$ cat config.mk
export PLATFORM = sky130hd
export DESIGN_NAME = id_ex_stage
export DESIGN_NICKNAME = d
export VERILOG_FILES = /design/src/rtl/id_ex_stage.sv
export SDC_FILE = /design/constraint.sdc
export NUM_CORES = 1
export LEC_CHECK = 0
export BUFFER_PORTS_ARGS = -buffer_cell sky130_fd_sc_hd__buf_2
export CORE_MARGIN = 3
export CORE_UTILIZATION = 51
export DETAILED_ROUTE_END_ITERATION = 10
export PLACE_DENSITY = 0.81
export SYNTH_ARGS = -nofsm -noshare
export SYNTH_HDL_FRONTEND = slang
export SYNTH_SLANG_ARGS = --single-unit
$ cat constraint.sdc
create_clock -name clk -period 2.3 [get_ports clk]
set_input_delay 0.115 -clock clk [delete_from_list [all_inputs] [get_ports clk]]
set_output_delay 0.115 -clock clk [all_outputs]
set_load 0.02 [all_outputs]
$ cat src/rtl/id_ex_stage.sv
// ID/EX pipeline register with load-use hazard detection, flush/hold
// handling and saturating bubble/flush event counters.
module id_ex_stage #(
  parameter int unsigned CNT_W = 16
) (
  input  logic              clk,
  input  logic              resetn,
  // decode slot
  input  logic              id_valid,
  input  logic [31:0]       id_pc,
  input  logic [4:0]        id_rs1,
  input  logic [4:0]        id_rs2,
  input  logic [4:0]        id_rd,
  input  logic              id_rs1_used,
  input  logic              id_rs2_used,
  input  logic [31:0]       id_imm,
  input  logic              id_reg_write,
  input  logic              id_mem_read,
  input  logic              id_mem_write,
  input  logic              id_alu_src,
  input  logic              id_branch,
  input  logic              id_jump,
  input  logic [3:0]        id_alu_op,
  input  logic [1:0]        id_result_src,
  input  logic [31:0]       rd1,
  input  logic [31:0]       rd2,
  // pipeline control
  input  logic              flush_e,
  input  logic              hold_e,
  // execute slot
  output logic              ex_valid,
  output logic [31:0]       ex_pc,
  output logic [4:0]        ex_rs1,
  output logic [4:0]        ex_rs2,
  output logic [4:0]        ex_rd,
  output logic [31:0]       ex_imm,
  output logic [31:0]       ex_rd1,
  output logic [31:0]       ex_rd2,
  output logic              ex_reg_write,
  output logic              ex_mem_read,
  output logic              ex_mem_write,
  output logic              ex_alu_src,
  output logic              ex_branch,
  output logic              ex_jump,
  output logic [3:0]        ex_alu_op,
  output logic [1:0]        ex_result_src,
  // front-end stalls (combinational)
  output logic              stall_f,
  output logic              stall_d,
  // event counters
  output logic [CNT_W-1:0]  bubble_count,
  output logic [CNT_W-1:0]  flush_count
);

  localparam int unsigned XLEN      = 32;
  localparam int unsigned REG_W     = 5;
  localparam int unsigned ALU_OP_W  = 4;
  localparam int unsigned RES_SRC_W = 2;

  // Control bundle: cleared on flush/bubble/invalid capture.
  typedef struct packed {
    logic                 reg_write;
    logic                 mem_read;
    logic                 mem_write;
    logic                 alu_src;
    logic                 branch;
    logic                 jump;
    logic [ALU_OP_W-1:0]  alu_op;
    logic [RES_SRC_W-1:0] result_src;
  } ctrl_t;

  // Data bundle: only ever loaded by a normal capture.
  typedef struct packed {
    logic [XLEN-1:0]  pc;
    logic [REG_W-1:0] rs1;
    logic [REG_W-1:0] rs2;
    logic [REG_W-1:0] rd;
    logic [XLEN-1:0]  imm;
    logic [XLEN-1:0]  rd1;
    logic [XLEN-1:0]  rd2;
  } data_t;

  // Action taken on the next edge, in priority order below reset.
  typedef enum logic [1:0] {
    ACT_CAPTURE = 2'd0,
    ACT_FLUSH   = 2'd1,
    ACT_HOLD    = 2'd2,
    ACT_BUBBLE  = 2'd3
  } act_e;

  logic             valid_q, valid_d;
  ctrl_t            ctrl_q, ctrl_d;
  data_t            data_q, data_d;
  logic [CNT_W-1:0] bubble_q, bubble_d;
  logic [CNT_W-1:0] flush_q, flush_d;

  ctrl_t id_ctrl;
  data_t id_data;
  logic  lu;
  act_e  act;

  // Pack decode-slot inputs into bundles.
  always_comb begin
    id_ctrl            = '0;
    id_ctrl.reg_write  = id_reg_write;
    id_ctrl.mem_read   = id_mem_read;
    id_ctrl.mem_write  = id_mem_write;
    id_ctrl.alu_src    = id_alu_src;
    id_ctrl.branch     = id_branch;
    id_ctrl.jump       = id_jump;
    id_ctrl.alu_op     = id_alu_op;
    id_ctrl.result_src = id_result_src;
    id_data            = '0;
    id_data.pc         = id_pc;
    id_data.rs1        = id_rs1;
    id_data.rs2        = id_rs2;
    id_data.rd         = id_rd;
    id_data.imm        = id_imm;
    id_data.rd1        = rd1;
    id_data.rd2        = rd2;
  end

  // Load-use hazard: EX load writes a register the decode instruction reads (x0 excluded).
  always_comb begin
    lu = id_valid & valid_q & ctrl_q.mem_read & (data_q.rd != '0) &
         ((id_rs1_used & (id_rs1 == data_q.rd)) |
          (id_rs2_used & (id_rs2 == data_q.rd)));
  end

  assign stall_f = (lu & ~flush_e) | hold_e;
  assign stall_d = (lu & ~flush_e) | hold_e;

  // Select the edge action: flush beats hold beats load-use bubble.
  always_comb begin
    act = ACT_CAPTURE;
    if (flush_e) begin
      act = ACT_FLUSH;
    end else if (hold_e) begin
      act = ACT_HOLD;
    end else if (lu) begin
      act = ACT_BUBBLE;
    end
  end

  // Next-state for the pipeline register and counters.
  always_comb begin
    valid_d  = valid_q;
    ctrl_d   = ctrl_q;
    data_d   = data_q;
    bubble_d = bubble_q;
    flush_d  = flush_q;
    case (act)
      ACT_FLUSH: begin
        valid_d = 1'b0;
        ctrl_d  = '0;
        if (flush_q != {CNT_W{1'b1}}) begin
          flush_d = flush_q + CNT_W'(1);
        end
      end
      ACT_HOLD: begin
        valid_d = valid_q;
      end
      ACT_BUBBLE: begin
        valid_d = 1'b0;
        ctrl_d  = '0;
        if (bubble_q != {CNT_W{1'b1}}) begin
          bubble_d = bubble_q + CNT_W'(1);
        end
      end
      ACT_CAPTURE: begin
        valid_d = id_valid;
        ctrl_d  = id_valid ? id_ctrl : '0;
        data_d  = id_data;
      end
      default: begin
        valid_d = valid_q;
      end
    endcase
  end

  // State register with synchronous active-low reset.
  always_ff @(posedge clk) begin
    if (!resetn) begin
      valid_q  <= 1'b0;
      ctrl_q   <= '0;
      data_q   <= '0;
      bubble_q <= '0;
      flush_q  <= '0;
    end else begin
      valid_q  <= valid_d;
      ctrl_q   <= ctrl_d;
      data_q   <= data_d;
      bubble_q <= bubble_d;
      flush_q  <= flush_d;
    end
  end

  assign ex_valid      = valid_q;
  assign ex_pc         = data_q.pc;
  assign ex_rs1        = data_q.rs1;
  assign ex_rs2        = data_q.rs2;
  assign ex_rd         = data_q.rd;
  assign ex_imm        = data_q.imm;
  assign ex_rd1        = data_q.rd1;
  assign ex_rd2        = data_q.rd2;
  assign ex_reg_write  = ctrl_q.reg_write;
  assign ex_mem_read   = ctrl_q.mem_read;
  assign ex_mem_write  = ctrl_q.mem_write;
  assign ex_alu_src    = ctrl_q.alu_src;
  assign ex_branch     = ctrl_q.branch;
  assign ex_jump       = ctrl_q.jump;
  assign ex_alu_op     = ctrl_q.alu_op;
  assign ex_result_src = ctrl_q.result_src;
  assign bubble_count  = bubble_q;
  assign flush_count   = flush_q;

endmodule

=== Word level (Yosys, flattened, before mapping) ===
Cells that the tools add are included.

* Latch bits: 0
* ROM bits: 0
* Memory bits (writable): 0
* Logic and storage cells: 49
* Bits in registers: 188
* Memories: 0
* Bits of input ports: 162
* Output and inout bits: 190

* Order comparisons: 0
* Divide/modulo/power cells: 0
* Bitwise operators: 10
* Multiply operators: 0
* Multiplexer cells: 6
* Reduce and logical (&&, ||, !) cells: 6
* $add $sub $neg: 2
* Equality and inequality tests: 7
* Shift operators: 0

{| class="wikitable"
|+ Operator list
! cell !! count
|-
| 16-bit by 1-bit adder with 16-bit output, second input constant || 2
|-
| 16-bit inequality test, second input constant || 2
|-
| 12-bit one-hot mux with 2 select lines || 1
|-
| 12-bit 2-to-1 mux || 1
|-
| 5-bit == test || 2
|-
| 1-bit AND || 7
|-
| 2-bit 2-to-1 mux || 3
|-
| 5-bit nonzero test || 1
|-
| 2-bit == test, second input constant || 2
|-
| 2-bit AND reduction || 2
|-
| 2-bit by 1-bit == test with 1-bit output, second input constant || 1
|-
| 2-bit zero test || 1
|-
| 1-bit bitwise OR || 2
|-
| 1-bit one-hot mux with 2 select lines || 1
|-
| 2-bit nonzero test || 1
|-
| 2-bit OR reduction || 1
|-
| 1-bit NOT || 1
|}

=== Depth between registers and ports, before layout ===
Gate-level depths: netlist of the first run.

* Word-level depth: 10
* Gate-level depth with buffers: 8
* Mapped depth without buffers: 6

=== Worst setup path after synthesis of the first run ===
No wires, ideal clock.

* Kind: flip-flop to flip-flop
* Start: reg bubble_q[0] (netlist: bubble_count[0])
* End: reg bubble_q[0] (netlist: bubble_count[0])
* Stages on the path, launching flop included: 9
* Path buffers: 2
* Library setup time: 70 ps
* Period minus slack after synthesis: 2,030 ps
* Path slack: 270 ps
* Data arrival time: 1,960 ps
* Cell sequence: dfxtp_1 -> ha_1 -> nand3_1 -> or3_1 -> o211ai_2 -> buf_2 -> buf_4 -> o21ai_0 -> a21oi_1

* Cells in the longest elaborated chain, start to end: 2

{| class="wikitable"
|+ Ends and longest elaborated chain
! what !! line !! source
|-
| start: declaration || 94 || <nowiki>logic [CNT_W-1:0] bubble_q, bubble_d;</nowiki>
|-
| start signal: assignment || 193 || <nowiki>bubble_q <= bubble_d;</nowiki>
|-
| parallel branches: the longest is 2 deep, another holds 16-bit by 1-bit adder with 16-bit output || - ||
|}

Parallel ways; which one is timed is not known.
A chain may end at the register's enable or synchronous reset.

=== Worst setup path after layout of the first run ===
* Start: reg data_q, in the netlist ex_rd[1]
* End: out stall_f

* Cells in the longest elaborated chain, start to end: 6

{| class="wikitable"
|+ Ends and longest elaborated chain
! what !! line !! source
|-
| start: declaration || 93 || <nowiki>data_t data_q, data_d;</nowiki>
|-
| start signal: assignment || 192 || <nowiki>data_q <= data_d;</nowiki>
|-
| 5-bit == test (on tied branches) || 126, 127 ||
|-
| 1-bit AND (on tied branches) || 126, 127 ||
|-
| 1-bit bitwise OR || 126 || <nowiki>((id_rs1_used & (id_rs1 == data_q.rd)) |</nowiki>
|-
| 1-bit AND * || 125 || <nowiki>lu = id_valid & valid_q & ctrl_q.mem_read & (data_q.rd != '0) &</nowiki>
|-
| 1-bit AND * || 130 || <nowiki>assign stall_f = (lu & ~flush_e) | hold_e;</nowiki>
|-
| 1-bit bitwise OR * || 130 ||
|-
| end: declaration || 48 || <nowiki>output logic stall_f,</nowiki>
|}

Mark *: on every way between the ends. The rest lies on a longest branch, timed or not.

==> results of run 1 <==
logic make-up (layout without fill, tap and decap cells):
family	after synthesis	count (layout)	share of synthesized area
AND/OR/NAND/NOR	813	813	0.480
adder cells (fa/ha/maj)	2	2	0.00249
flip-flops	188	188	0.374
other	0	4	0
AO/OA/AOI/OAI	61	61	0.0443
buffers and inverters	195	572	0.0781
multiplexers	3	3	0.00298
XOR/XNOR	21	21	0.0183
registers in the layout, indices dropped and copies added (netlist names):
register and flops:
ex_alu_op 4, ex_rs1 5, flush_count 16, bubble_count 16, ex_jump 1, ex_rs2 5
ex_mem_read 1, ex_rd 5, ex_rd2 32, ex_reg_write 1, ex_branch 1, ex_pc 32
ex_imm 32, ex_mem_write 1, ex_rd1 32, ex_valid 1, ex_alu_src 1, ex_result_src 2
synthesized netlist by cell type, drive strengths merged, types with 6 or more instances:
master	number	area, um2
nand4	584	3650
dfxtp	188	3760
nand3	156	781
clkbuf	134	503
buf	55	260
nor2	20	75.1
xnor2	19	166
a21oi	17	88.8
a22o	12	105
nand2	12	45.0
o31ai	12	90.1
or4	11	82.6
nor3	9	45.0
inv	6	22.5
worst min-delay path by stage:
stage | start | to | slack [ns] | cells past startpoint
2_1_floorplan | id_alu_op[0] | ex_alu_op[0] | 0.25 | 1
3_3_place_gp | id_reg_write | ex_reg_write | 0.33 | 2
3_5_place_dp | id_mem_read | ex_mem_read | 0.33 | 2
4_1_cts | id_rs2[4] | ex_rs2[4] | 0.003 | 3
5_1_grt | id_rs2[4] | ex_rs2[4] | 0.02 | 3
6_report | id_rs2[4] | ex_rs2[4] | 0.04 | 3
critical path: stages (launching register included):
cell and delay, ns:
dfxtp_1 0.44, xnor2_1 0.15, nand4_1 0.20, o22ai_4 0.27, nand2_1 0.13, o21bai_1 0.20, buf_2 0.22
final cells by class:
class | count | area, um2 | share of cell area
antenna | 4 | 10.0 | 0.000715
clock buffer | 20 | 457 | 0.0326
sequential | 188 | 3770 | 0.269
timing repair buffer | 534 | 3700 | 0.265
multi-input combinational | 900 | 5550 | 0.397
inverter | 6 | 22.5 | 0.00161
tap | 260 | 325 | 0.0233
clock inverter | 12 | 151 | 0.0108
cells in the final DEF (no fill, tap or decap), types with 2 or more instances in the layout:
master | netlist | routed
xnor2_1 | 19 | 19
buf_4 | 2 | 14
inv_8 | 0 | 2
nand4_1 | 584 | 584
nor3_1 | 9 | 9
nor2_1 | 20 | 19
buf_12 | 0 | 14
dlygate4sd3_1 | 0 | 154
clkinv_4 | 0 | 3
nand3_1 | 156 | 156
bufinv_16 | 0 | 2
nand2b_1 | 3 | 3
clkbuf_8 | 0 | 2
a21o_1 | 3 | 2
o21ai_0 | 3 | 3
ha_1 | 2 | 2
diode_2 | 0 | 4
buf_2 | 31 | 350
nand2_1 | 12 | 12
nor3b_1 | 2 | 2
a211oi_1 | 3 | 3
or2_2 | 3 | 3
nor4_1 | 2 | 2
or3_1 | 4 | 4
clkbuf_16 | 0 | 17
o31ai_1 | 12 | 12
and4_1 | 3 | 3
mux2i_1 | 3 | 3
a21oi_1 | 16 | 16
o211ai_1 | 3 | 3
dfxtp_1 | 188 | 186
inv_1 | 6 | 6
or4_1 | 11 | 11
dfxtp_2 | 0 | 2
inv_6 | 0 | 4
a22o_1 | 12 | 12
xor2_1 | 2 | 2
per-layer routing:
metal,GRT usage,vias to the layer above
met3,0.0723,138
met2,0.517,831
met1,0.418,6028
met4,0.145,0
met5,0,-
li1,-,5937
where the power goes:
part           total (uW)  switching (uW)  internal (uW)
Clock                3090            1390           1700
Combinational        1700            1040            660
Sequential           3670             187           3490
Total                8460            2620           5850
timing repair:
item	CTS	global route
hold endpoints to repair	154	0
gates resized for setup	0	3
buffers inserted	0	1
endpoints found under the setup margin	0	67
hold buffers	154	0
stage by stage:
step	util	hold WS, ns	std cells
after floorplan	-	0.248	1283
after global placement	0.621	0.332	1733
after detailed placement	0.621	0.334	1733
after CTS	0.734	0.00303	1919
after global routing	0.735	0.0225	1922
final	0.736	0.0358	1924
==> reports/qor.yml, run 1 <==
timing:
  rsz0062_at_grt: "false"
  setup_viol_count_final: 0
  layout_setup_ws_ns: 0.146
  finalCritPeriodShare: 0.936
  max_freq_mhz: 464
  slew_violations: 0
  finalSetupTns_ns: 0
  tightestPinTransition_ns: 0.719
  hold_viol_final: 0
  finClkSkew_ns: 0.0122
  period_minus_slack_ns: 2.15
  slew_headroom: 0.521
critical_path:
  crit_path_start: "ex_rd[1]"
  crit_type: "reg -> out"
  regToRegEndpoint: "ex_rd1[26]"
  worst-r2r-cell-count: 6
  crit_path_end_kind: "output pin"
  rr_startpoint: "ex_rd[1]"
  critPathMaxFanout: 6
  worstPathRequired_ns: 2.18
  arrival_ns: 2.04
  cp-start-kind: "register"
  cp-endpoint: "stall_f"
  reg2reg_setup_slack_ns: 0.18
synth:
  synth_area_um2: 10100
  synth_cells: 1283
  avgSynthCellArea_um2: 7.84
  synthArstFlopShare: 0
  synth_seq_area_share: 0.374
  synth_cell_types: 43
  synthFlopType: "dfxtp_1"
  ys_seq_elements: 188
  yosysWarningCount: 0
  synth_nets: 1447
  synth_edf_count: 0
min_path:
  hold_class: "in -> reg"
detailed_routing:
  wl_met2_um: 17700
  firstDrtPassIters: 9
  antenna_left: 0
  wl_met1_um: 14500
  routed.top_layer: "met4"
  dr_wl_met3_um: 3530
  drtIter0Drc: 1412
  avgViaCountPerCell: 6.72
  route.detailed.drc: 0
  wl_per_cell_um: 19.3
  wl_um: 37200
  vias: 12934
flow_run:
  cap_viol_max_count: 0
run_status:
  outcome: "finished, final reports clean"
clock_tree:
  root_buffer: "clkbuf_16"
  cts_sinks: 188
  htreeDepth: 4
  clockBufferDepth: 2
  worst_skew_pair.late_latency_ns: 0.42
  numCtsBuffers: 17
  cts_tree: "yes"
  clk_pin_slew_ns: 0.07
pwr:
  cellLeakagePower_uw: 0.00562
  power_density_nw_per_um2: 605
  power_uw: 8460
  vdd_drop_max_mv: 0.484
layout:
  fin_nets: 1811
  n_fill_cell: 1378
  final_area_um2: 14000
  syn2layout_area_growth_pct: 39.0
  drive_above_1_share: 0.255
floorplanning:
  fp.dieW_um: 146
  initial_core_util: 0.529
  fp.dieH_um: 146
  io_pins: 352
  rows: 50
  core_um2: 19000
  dieArea_um2: 21500
grt:
  grt_max_degree: 161
  grt_usage: 0.323
  overflow: 0
  grt_pass1_vias: 11553
  antenna_found_initial: 2
  grt_pass1_wl_um: 59400
placement:
  place_area_um2: 11800
  place_ws_ns: 0.116
  portBuffers: 351
  place.gp.congestion: 0.844
  hpwlAfterDp_um: 21100
No activity file was read; power rests on OpenSTA's default activity.
==> inputs of run 2 (changes only) <==
- clock period: 2.3 -> 2.02 ns (I/O delays scaled with it)
==> run 2 against run 1 <==
Power increased by 13%. Sequential power rose by 14%. Cell count increased by 0.52%. Highest routed layer is now met5.
==> reports/qor.yml, run 2 (synthesis gave the netlist of run 1 again) <==
clock_tree:
  root_buffer: "clkbuf_16"
  clockBufferDepth: 2
  numCtsBuffers: 17
  cts_tree: "yes"
  worst_skew_pair.late_latency_ns: 0.43
  clk_pin_slew_ns: 0.08
  cts_sinks: 188
  htreeDepth: 4
critical_path:
  crit_family: "buffers and inverters"
  crit_type: "in -> reg"
  cp_slowest_cell: "dlygate4sd3_1"
  crit_path_max_incr_delay_ns: 0.55
  critPathMaxFanout: 72
  cp-start-kind: "input pin"
  worst-path-buf-inv: 4
  arrival_ns: 2.36
  crit_path_end_kind: "register"
  worstPathCellList: "dlygate4sd3_1 > buf_2 > xnor2_1 > nand2_2 > o22ai_4 > buf_4 > buf_16 > nand4_1 > nand4_1"
  crit_top_cell: "nand4_1"
  worstPathRequired_ns: 2.38
floorplanning:
  initial_core_util: 0.529
  core_um2: 19000
  fp.dieW_um: 146
  rows: 50
  dieArea_um2: 21500
  fp.dieH_um: 146
  io_pins: 352
timing:
  period_minus_slack_ns: 2.00
  setup_viol_count_final: 0
  layout_setup_ws_ns: 0.0153
  max_freq_mhz: 499
  tightestPinTransition_ns: 0.836
  finClkSkew_ns: 0.0137
  finalCritPeriodShare: 0.992
  finalSetupTns_ns: 0
  slew_headroom: 0.443
  hold_slack_ns: 0.0784
  rsz0062_at_grt: "true"
  slew_violations: 0
  hold_viol_final: 0
detailed_routing:
  wl_per_cell_um: 19.8
  wl_um: 38200
  drtIter0Drc: 1345
  vias: 13038
  route.detailed.drc: 0
  firstDrtPassIters: 8
  antenna_left: 0
  avgViaCountPerCell: 6.74
pwr:
  clkPwrFrac: 0.355
  power_uw: 9580
  switching_power_uw: 3060
  vdd_drop_max_mv: 0.565
  cellLeakagePower_uw: 0.00573
  combPwrFrac: 0.209
  p_int_uw: 6520
  switching_share: 0.320
  seq_power_share: 0.436
  power_density_nw_per_um2: 674
layout:
  final_area_um2: 14200
  fin_nets: 1825
  drive_above_1_share: 0.270
  syn2layout_area_growth_pct: 41.2
  mostFrequentLayoutCells: "584 x nand4_1, 348 x buf_2, 181 x dfxtp_1"
  antenna_cells: 0
  final_common_cell: "nand4_1"
grt:
  grt_pass1_vias: 11637
  grt_usage: 0.331
  grt_max_degree: 145
  met1_usage: 0.427
  overflow: 0
  grt.busiest_layer: "met2"
  grt_pass1_wl_um: 60300
  antenna_found_initial: 1
  gr-usage-met3: 0.0835
  met2_usage: 0.520
min_path:
  hold_class: "in -> reg"
placement:
  portBuffers: 351
  place.gp.congestion: 0.909
  hpwlAfterDp_um: 21100
  place_area_um2: 11900
  place_ws_ns: 0.0897
flow_run:
  cap_viol_max_count: 0
run_status:
  outcome: "finished, final reports clean"
run 2: changes by cell type in the layout (fill, tap and decap cells not counted), moves of 2 or more:
cell	before	now
xnor2_1	19	14
diode_2	4	0
buf_2	350	348
dfxtp_2	2	5
nand2_1	12	9
clkbuf_8	2	0
buf_4	14	25
dfxtp_4	0	2
nand2_2	0	3
buf_12	14	17
xnor2_2	0	5
dfxtp_1	186	181
run 2: metal layers:
layer | part of all wire | vias to the layer above
met2 | 0.46 | 816
met1 | 0.39 | 6114
met5 | 0.00034 | -
li1 | - | 5966
met3 | 0.097 | 140
met4 | 0.044 | 2
run 2: power groups by stage:
stage	logic, uW	clock network, uW	registers (uW)
after floorplan	682	0	4540
after global placement	1640	0	4230
after detailed placement	1670	0	4240
after CTS	1920	3430	4160
after global routing	2130	3560	4210
final	2000	3400	4180
run 2: final timing paths:
path                            cells past startpoint       start  slack, ns          endpoint
worst max-delay path                                9   id_rs1[0]       0.02        ex_rd2[30]
worst max register to register                      7    ex_rd[0]       0.05        ex_rd2[30]
worst min-delay path                                2      resetn       0.08  bubble_count[15]
worst min register to register                      1  ex_alu_src       0.48        ex_alu_src
run 2: final cells by class:
type                       instances  area, um2
sequential                       188       3780
fill                            1340       4810
multi-input combinational        901       5640
clock buffer                      19        433
timing repair buffer             547       3860
clock inverter                    13        148
tap                              260        325
inverter                           6       22.5
run 2: per-stage QoR:
stage           util  std cells
6_report       0.747       1934
3_3_place_gp   0.627       1741
5_1_grt        0.747       1934
3_5_place_dp   0.627       1741
4_1_cts        0.741       1929
2_1_floorplan      -       1283
run 2: timing repair:
action / in CTS / in global routing
resized for setup: 9 / 15
cloned: 0 / 1
setup buffers: 1 / 4
setup endpoints to repair: 2 / 38
pin swaps: 3 / 6
endpoints found under the hold margin: 155 / 0
hold buffers: 155 / 0
